### config.mk
export PLATFORM = sky130hd
export DESIGN_NAME = vram_write_arbiter
export DESIGN_NICKNAME = d
export VERILOG_FILES = /design/src/rtl/vram_write_arbiter.sv
export SDC_FILE = /design/constraint.sdc
export NUM_CORES = 1
export LEC_CHECK = 0
export BUFFER_PORTS_ARGS = -buffer_cell sky130_fd_sc_hd__buf_2
export CAP_MARGIN = 20
export CORE_UTILIZATION = 45
export DETAILED_ROUTE_END_ITERATION = 10
export PLACE_DENSITY_LB_ADDON = 0.08
export SYNTH_ARGS = -nofsm -noshare
export SYNTH_HDL_FRONTEND = slang
export SYNTH_SLANG_ARGS = --single-unit
### constraint.sdc
create_clock -name clk -period 2.9 [get_ports clk]
set_input_delay 0.435 -clock clk [delete_from_list [all_inputs] [get_ports clk]]
set_output_delay 0.435 -clock clk [all_outputs]
set_load 0.03 [all_outputs]
### src/rtl/vram_write_arbiter.sv
// Single VRAM write-port arbiter: CPU character writes (via a small FIFO) versus the
// clear engine's write stream, with a burst limit that guarantees CPU forward progress.
module vram_write_arbiter #(
    parameter int FIFO_DEPTH = 4,
    parameter int MAX_BURST  = 8,
    parameter int COLS       = 80,
    parameter int ROWS       = 30
) (
    input  logic        clk,
    input  logic        rst,
    input  logic        cpu_valid,
    input  logic [15:0] cpu_addr,
    input  logic [7:0]  cpu_data,
    output logic        cpu_ready,
    input  logic        clr_req,
    input  logic [15:0] clr_addr,
    input  logic [7:0]  clr_data,
    output logic        clr_gnt,
    input  logic        ovf_clr,
    output logic        overflow,
    output logic [7:0]  drop_cnt,
    output logic        busy,
    output logic [15:0] vram_write_address,
    output logic [7:0]  vram_write_data
);

    localparam int PTR_W   = $clog2(FIFO_DEPTH);
    localparam int CNT_W   = PTR_W + 1;
    localparam int BURST_W = $clog2(MAX_BURST + 1);
    localparam logic [CNT_W-1:0]   DEPTH_LIM = CNT_W'(FIFO_DEPTH);
    localparam logic [BURST_W-1:0] BURST_LIM = BURST_W'(MAX_BURST);

    typedef enum logic [1:0] {SEL_IDLE, SEL_CLR, SEL_CPU} sel_t;

    logic [20:0]        mem [FIFO_DEPTH];
    logic [PTR_W-1:0]   wr_ptr, rd_ptr;
    logic [CNT_W-1:0]   count;
    logic [BURST_W-1:0] burst;
    logic [20:0]        head;
    logic               fifo_empty;
    logic               addr_write, in_range, accept, push, drop, lost, pop;
    sel_t               sel;
    logic               unused_bits;

    assign unused_bits = ^{cpu_addr[14:13], cpu_addr[7], clr_addr[15], head[15]};

    assign fifo_empty = (count == '0);
    assign cpu_ready  = (count < DEPTH_LIM);
    assign head       = mem[rd_ptr];

    // Addresses with bit15 set are accepted but are not writes, so they vanish silently.
    assign addr_write = ~cpu_addr[15];
    assign in_range   = (int'(cpu_addr[12:8]) < ROWS) && (int'(cpu_addr[6:0]) < COLS);
    assign accept     = cpu_valid & cpu_ready & addr_write;
    assign push       = accept & in_range;
    assign drop       = accept & ~in_range;
    assign lost       = cpu_valid & ~cpu_ready;

    // NOTE: every output of a combinational block gets a default first, so no path can infer a latch.
    always_comb begin
        sel = SEL_IDLE;
        if (clr_req && (fifo_empty || burst < BURST_LIM))
            sel = SEL_CLR;
        else if (!fifo_empty)
            sel = SEL_CPU;
    end

    assign pop     = (sel == SEL_CPU);
    assign clr_gnt = rst & (sel == SEL_CLR);
    assign busy    = rst & (~fifo_empty | clr_req);

    // NOTE: FIFO storage is not reset; count and pointers alone decide which entries are valid.
    always_ff @(posedge clk) begin
        if (push)
            mem[wr_ptr] <= {cpu_addr[12:0], cpu_data};
    end

    always_ff @(posedge clk or negedge rst) begin
        if (!rst) begin
            wr_ptr   <= '0;
            rd_ptr   <= '0;
            count    <= '0;
            burst    <= '0;
            overflow <= 1'b0;
            drop_cnt <= 8'h00;
        end else begin
            if (push)
                wr_ptr <= wr_ptr + PTR_W'(1);
            if (pop)
                rd_ptr <= rd_ptr + PTR_W'(1);
            count <= count + CNT_W'(push) - CNT_W'(pop);

            if (sel == SEL_CLR && !fifo_empty)
                burst <= burst + BURST_W'(1);
            else
                burst <= '0;

            // A fresh loss wins over a simultaneous clear request.
            if (lost)
                overflow <= 1'b1;
            else if (ovf_clr)
                overflow <= 1'b0;

            if (drop && drop_cnt != 8'hFF)
                drop_cnt <= drop_cnt + 8'd1;
        end
    end

    always_ff @(posedge clk or negedge rst) begin
        if (!rst) begin
            vram_write_address <= 16'h8000;
            vram_write_data    <= 8'h00;
        end else begin
            case (sel)
                SEL_CLR: begin
                    vram_write_address <= {1'b0, clr_addr[14:0]};
                    vram_write_data    <= clr_data;
                end
                SEL_CPU: begin
                    vram_write_address <= {3'b000, head[20:16], 1'b0, head[14:8]};
                    vram_write_data    <= head[7:0];
                end
                default: vram_write_address <= 16'h8000;
            endcase
        end
    end

endmodule

==> flow_summary.json, run 1 <==
{
  "power.net_switching_mw": 1.79,
  "synth_nets": 356,
  "vias": 2765,
  "p_seq_frac": 0.418,
  "track_usage": 0.182,
  "synth_top_family_by_area": "multiplexers",
  "cp_max_fo": 12,
  "place.detailed.hpwl_um": 6110,
  "cts_tree": "yes",
  "status": "completed",
  "async_reset_ff_frac": 0.355,
  "arrival_ps": 2050,
  "cts_buffers": 17,
  "worst_pin_slew_ps": 609,
  "crit_buf_inv": 1,
  "antenna_found_initial": 0,
  "internal_power_mw": 3.79,
  "grt_pass1_wl_um": 14900,
  "io_buffers": 84,
  "grt_busiest_layer": "met2",
  "synth_adder_area_share": 0.0245,
  "antenna_cells": 0,
  "rows": 37,
  "use_met2": 0.277,
  "clkLatencyLatePin_ps": 520,
  "synth_area_per_cell_um2": 16.7,
  "switching_share": 0.321,
  "drv_slew": 0,
  "synthMuxAreaShare": 0.0971,
  "final_util": 0.579,
  "initial_utilization": 0.469,
  "hold_class": "input pin to flop",
  "grt_max_degree": 33,
  "syn_area_mm2": 0.00491,
  "ys_types": 39,
  "dr.pass1.iters": 4,
  "clkTransAtPathRegs_ps": 60,
  "syn_to_final_growth_pct": 23.5,
  "synth-compound-area-share": 0.0479,
  "pwr-share-clk": 0.322,
  "first_iter_violations": 136,
  "cts_resized": 0,
  "met1_usage": 0.248,
  "finalPower_mw": 5.58,
  "die_area_mm2": 0.0113,
  "die_y_um": 106,
  "ys_seq_area_frac": 0.714,
  "rsz0062_at_grt": "no",
  "period_needed_ps": 2490,
  "cp_slowest_stage_delay_ps": 610,
  "place_area_mm2": 0.00554,
  "finalSetupViolCount": 0,
  "peakVddDrop_mv": 0.397,
  "place.gp.congestion": 0.710,
  "crit_chain": "or3_1 > nor2_1 > nor2b_1 > buf_2",
  "critPathKind": "flop to output port",
  "grt_pass1_vias": 2813,
  "drive_gt1_frac": 0.378,
  "worstPathRequired_ps": 2470,
  "comb_power_share": 0.260,
  "core_area_mm2": 0.0105,
  "tns_ps": 0,
  "fin_skew_ps": 9.09,
  "min_period_over_period": 0.858,
  "cts_max_path_buffers": 2,
  "p_per_area_mw_per_mm2": 921,
  "fin_area_mm2": 0.00606,
  "max_freq_mhz": 402,
  "fill_cells": 845,
  "overflow": 0,
  "slew_headroom": 0.594,
  "synth_flop_cell": "edfxtp_1",
  "cp-start-kind": "flop",
  "routed_via_density": 5.06,
  "synth-xor-area-share": 0.0214,
  "die_width_um": 106,
  "drt_wl_total_um": 9270,
  "synth-edff-count": 80,
  "cts.sinks": 124,
  "synth-seq-cells": 124,
  "io_pins": 89,
  "hold_violations": 0,
  "synth_cells": 294,
  "maxCapViolCount": 0,
  "met3_usage": 0.0515,
  "layout.nets": 459,
  "slowest_stage": "or3_1",
  "yosysWarnings": 0,
  "cts_root_buf": "clkbuf_8",
  "critPathTopFamily": "simple AND/OR/NAND/NOR gates",
  "wire_per_inst_um": 17.0,
  "drc": 0,
  "synthSimpleGateAreaFrac": 0.0752,
  "htree_levels": 4,
  "drtAntennaViolNets": 0,
  "p_leak_nw": 2.44,
  "endpoint_kind": "output port"
}
[repair_timing]
item	CTS	global route
hold buffers	1	0
hold endpoints to repair	11	0
buffers inserted	0	0
[state kept, by name, indices dropped and copies added (netlist names)]
name	count
wr_ptr	2
vram_write_address	16
burst	4
mem	80
rd_ptr	2
count	3
overflow	1
vram_write_data	8
drop_cnt	8
[worst paths after layout]
kind	startpoint	to	slack [ps]	cells past startpoint
worst min register to register	burst[0]$_DFF_PN0_	burst[0]$_DFF_PN0_	460	1
worst max-delay path	count[2]$_DFF_PN0_	busy	410	4
worst min-delay path	ovf_clr	overflow$_DFFE_PN0P_	110	2
worst max register to register	count[2]$_DFF_PN0_	count[2]$_DFF_PN0_	720	9
max in group asynchronous	rst	vram_write_address[11]$_DFF_PN0_	1820	3
min in group asynchronous	rst	drop_cnt[2]$_DFFE_PN0P_	350	2
[layout by cell type (no fill, tap or decap), types with 4 or more instances in the layout]
master / instances
nor2_1: 12
clkbuf_16: 16
clkinv_2: 5
buf_4: 11
xnor2_1: 11
nand2_1: 28
o21ai_1: 5
o32ai_1: 8
inv_1: 9
clkinv_4: 4
buf_2: 84
mux4_2: 20
o21ai_0: 7
and2_1: 4
nand3_1: 4
dfrtp_1: 43
a21oi_1: 8
ha_1: 8
edfxtp_1: 80
and3_1: 8
[layer usage]
layer	wire, um	vias up	part of all wire
met5	0	-	0
met3	414	6	0.045
met1	4370	1362	0.47
li1	-	1323	-
met2	4400	74	0.47
met4	83	0	0.0090
[Yosys cell counts (2+ instances only)]
cell type / count / area, um^2
mux4_2: 20 / 450
buf_4: 2 / 15.0
nor2b_1: 3 / 18.8
nand2_1: 28 / 105
nand4_1: 3 / 18.8
clkbuf_1: 5 / 18.8
o21ai_0: 7 / 35.0
and3_1: 8 / 50.1
o32ai_1: 8 / 70.1
inv_1: 9 / 33.8
a21oi_1: 8 / 40.0
nand3_1: 4 / 20.0
buf_2: 6 / 30.0
and2_1: 4 / 25.0
xnor2_1: 11 / 96.3
edfxtp_1: 80 / 2400
nor2_1: 12 / 45.0
dfrtp_1: 43 / 1080
o21ai_1: 5 / 25.0
and4_1: 2 / 17.5
ha_1: 8 / 100
[cells by family (layout without fill, tap and decap cells)]
logic type,after synthesis,count (layout)
compound gates,34,34
xor+xnor,12,12
fa+ha+maj,9,9
buf+inv,22,138
flops,124,124
mux,22,22
simple gates,71,71
[stage by stage]
| step | hold slack, ps | cells | setup WS, ps |
|---|---|---|---|
| 6_report | 111 | 546 | 412 |
| 5_1_grt | 85.9 | 546 | 339 |
| 4_1_cts | 78.9 | 546 | 365 |
| 3_5_place_dp | 358 | 513 | 356 |
| 3_3_place_gp | 356 | 513 | 395 |
| 2_1_floorplan | 139 | 294 | 540 |
[power groups by stage]
stage                     combinational (mW)  sequential (mW)  clock [mW]
final                                   1.45             2.34        1.80
after global placement                  1.46             2.36           0
after global routing                    1.59             2.37        1.94
after floorplan                        0.817             2.57           0
after CTS                               1.47             2.34        1.85
after detailed placement                1.47             2.38           0
[worst reg2reg max path: cells and delay by family, from the launching register on]
family	cells	cell delay [ps]
xor gates and xnor gates	2	270
adders and majority gates	3	770
buffers and inverters	3	170
DFF	1	500
and+or+nand+nor	1	330
[cell type report]
type | count | area, um^2 | share of cell area
clock inverters | 15 | 100 | 0.0165
well taps | 136 | 170 | 0.0281
multi-input cells | 148 | 1310 | 0.215
flip-flops and latches | 124 | 3500 | 0.578
repair buffers | 97 | 533 | 0.0879
inverters | 9 | 33.8 | 0.00557
clock buffers | 17 | 414 | 0.0683
(Power assumes the default switching activity.)
==> run 2: changes to the inputs <==
Settings changed: GPL_TIMING_DRIVEN set to 0.
==> flow_summary.json, run 2 (synthesis gave the netlist of run 1 again) <==
{
  "rsz0062_at_grt": "no",
  "layout.nets": 464,
  "largest_reg_flops": 80,
  "die_area_mm2": 0.0113,
  "p_seq_frac": 0.395,
  "tns_ps": 0,
  "endpoint_kind": "flop",
  "drc": 0,
  "cp-start-kind": "flop",
  "hold_class": "input pin to flop",
  "crit_path_end": "count[2]$_DFF_PN0_",
  "maxCapViolCount": 0,
  "vias": 2802,
  "cp-startpoint": "count[2]$_DFF_PN0_",
  "place_area_mm2": 0.00555,
  "core_area_mm2": 0.0105,
  "overflow": 0,
  "antenna_cells": 0,
  "finalSetupViolCount": 0,
  "drv_slew": 0,
  "p_per_area_mw_per_mm2": 941,
  "worst_pin_slew_ps": 710,
  "die_width_um": 106,
  "place.detailed.hpwl_um": 6310,
  "cts.sinks": 124,
  "cts_root_buf": "clkbuf_8",
  "slowest_stage": "fa_1",
  "track_usage": 0.183,
  "grt_pass1_wl_um": 15000,
  "drive_gt1_frac": 0.357,
  "cp_max_fo": 10,
  "reg_top3": "mem: 80 flops, vram_write_address: 16 flops",
  "place.gp.congestion": 0.732,
  "rows": 37,
  "clkTransAtPathRegs_ps": 60,
  "min_period_over_period": 0.839,
  "drt_wl_total_um": 9400,
  "arrival_ps": 2840,
  "cts_setup_buffers": 0,
  "io_buffers": 83,
  "p_leak_nw": 2.47,
  "critPathKind": "flop to flop",
  "internal_power_mw": 4.04,
  "final_util": 0.588,
  "hold_violations": 0,
  "cts_max_path_buffers": 2,
  "io_pins": 89,
  "wire_per_inst_um": 17.1,
  "final_common_cell": "buf_2",
  "slew_headroom": 0.526,
  "die_y_um": 106,
  "grt_pass1_vias": 2927,
  "power.net_switching_mw": 1.74,
  "drtAntennaViolNets": 0,
  "worst_r2r_path_depth": 11,
  "cts_tree": "yes",
  "comb_power_share": 0.263,
  "worstReg2RegStart": "count[2]$_DFF_PN0_",
  "switching_share": 0.301,
  "routed_via_density": 5.09,
  "layout_common_cells": "buf_2, edfxtp_1, dfrtp_1",
  "fin_area_mm2": 0.00615,
  "antenna_found_initial": 0,
  "status": "completed",
  "timing.reg2reg.setup_slack_ps": 470,
  "cp_slowest_stage_delay_ps": 380,
  "htree_levels": 4,
  "worstPathRequired_ps": 3300,
  "fin_skew_ps": 5.33,
  "syn_to_final_growth_pct": 25.3,
  "r2r-end": "count[2]$_DFF_PN0_",
  "peakVddDrop_mv": 0.373,
  "pwr-share-clk": 0.342,
  "crit_chain": "buf_4 > nor3_1 > nor2_2 > buf_2 > ha_1 > inv_1 > ha_1 > inv_1 > fa_1 > xnor2_1 > xnor2_1",
  "clkLatencyLatePin_ps": 510,
  "dr.pass1.iters": 4,
  "grt_max_degree": 47,
  "cts_buffers": 17,
  "period_needed_ps": 2430,
  "max_freq_mhz": 411,
  "regMostFlops": "mem",
  "initial_utilization": 0.469,
  "first_iter_violations": 123
}
==> run 2: worst max-delay path: cells and delay by family (launching register included) <==
| family | cells | cell delay (ps) |
|---|---|---|
| and+or+nand+nor | 2 | 400 |
| buffers and inverters | 4 | 560 |
| DFF | 1 | 320 |
| adders and majority gates | 3 | 770 |
| xor gates and xnor gates | 2 | 280 |
==> run 2: power groups by stage <==
stage / combinational [mW] / sequential [mW] / clock, mW
floorplan: 0.817 / 2.57 / 0
global placement: 1.50 / 2.31 / 0
detailed placement: 1.54 / 2.32 / 0
CTS: 1.54 / 2.29 / 2.01
global route: 1.66 / 2.32 / 2.08
finish: 1.52 / 2.29 / 1.98
==> run 2: layout make-up <==
cell class,count,area [um^2]
fillers,866,4310
inverters,9,33.8
plain buffers,13,63.8
clock buffers,20,425
repair buffers,89,518
well taps,136,170
clock inverters,12,128
multi-input cells,148,1310
flip-flops and latches,124,3500
==> run 2: per-layer routing <==
metal,track usage,routed length (um),vias to the layer above,part of all wire
met5,0,0,-,0
met4,0.0822,136,0,0.014
met3,0.0466,402,13,0.043
met2,0.276,4290,76,0.46
met1,0.252,4570,1376,0.49
li1,-,-,1337,-
==> run 2: worst min-delay path by stage <==
stage	start	to	slack [ps]	depth (start not counted)
4_1_cts	ovf_clr	overflow$_DFFE_PN0P_	80	2
6_report	ovf_clr	overflow$_DFFE_PN0P_	100	2
3_5_place_dp	burst[0]$_DFF_PN0_	burst[0]$_DFF_PN0_	460	1
3_3_place_gp	burst[0]$_DFF_PN0_	burst[0]$_DFF_PN0_	440	1
2_1_floorplan	rst	burst[0]$_DFF_PN0_	140	0
5_1_grt	ovf_clr	overflow$_DFFE_PN0P_	100	2
==> run 2: timing repair <==
item,4_1_cts,5_1_grt
hold buffers,0,1
endpoints found under the hold margin,0,43
gates resized for setup,0,0
==> run 2: per-stage QoR <==
step | instances | worst slack [ps] | hold WS [ps] | power, mW
floorplan | 294 | 540 | 139 | 3.39
global route | 551 | 246 | 95.0 | 6.06
finish | 551 | 467 | 96.6 | 5.79
CTS | 548 | 433 | 79.8 | 5.84
global placement | 513 | 194 | 445 | 3.82
detailed placement | 516 | 227 | 456 | 3.86
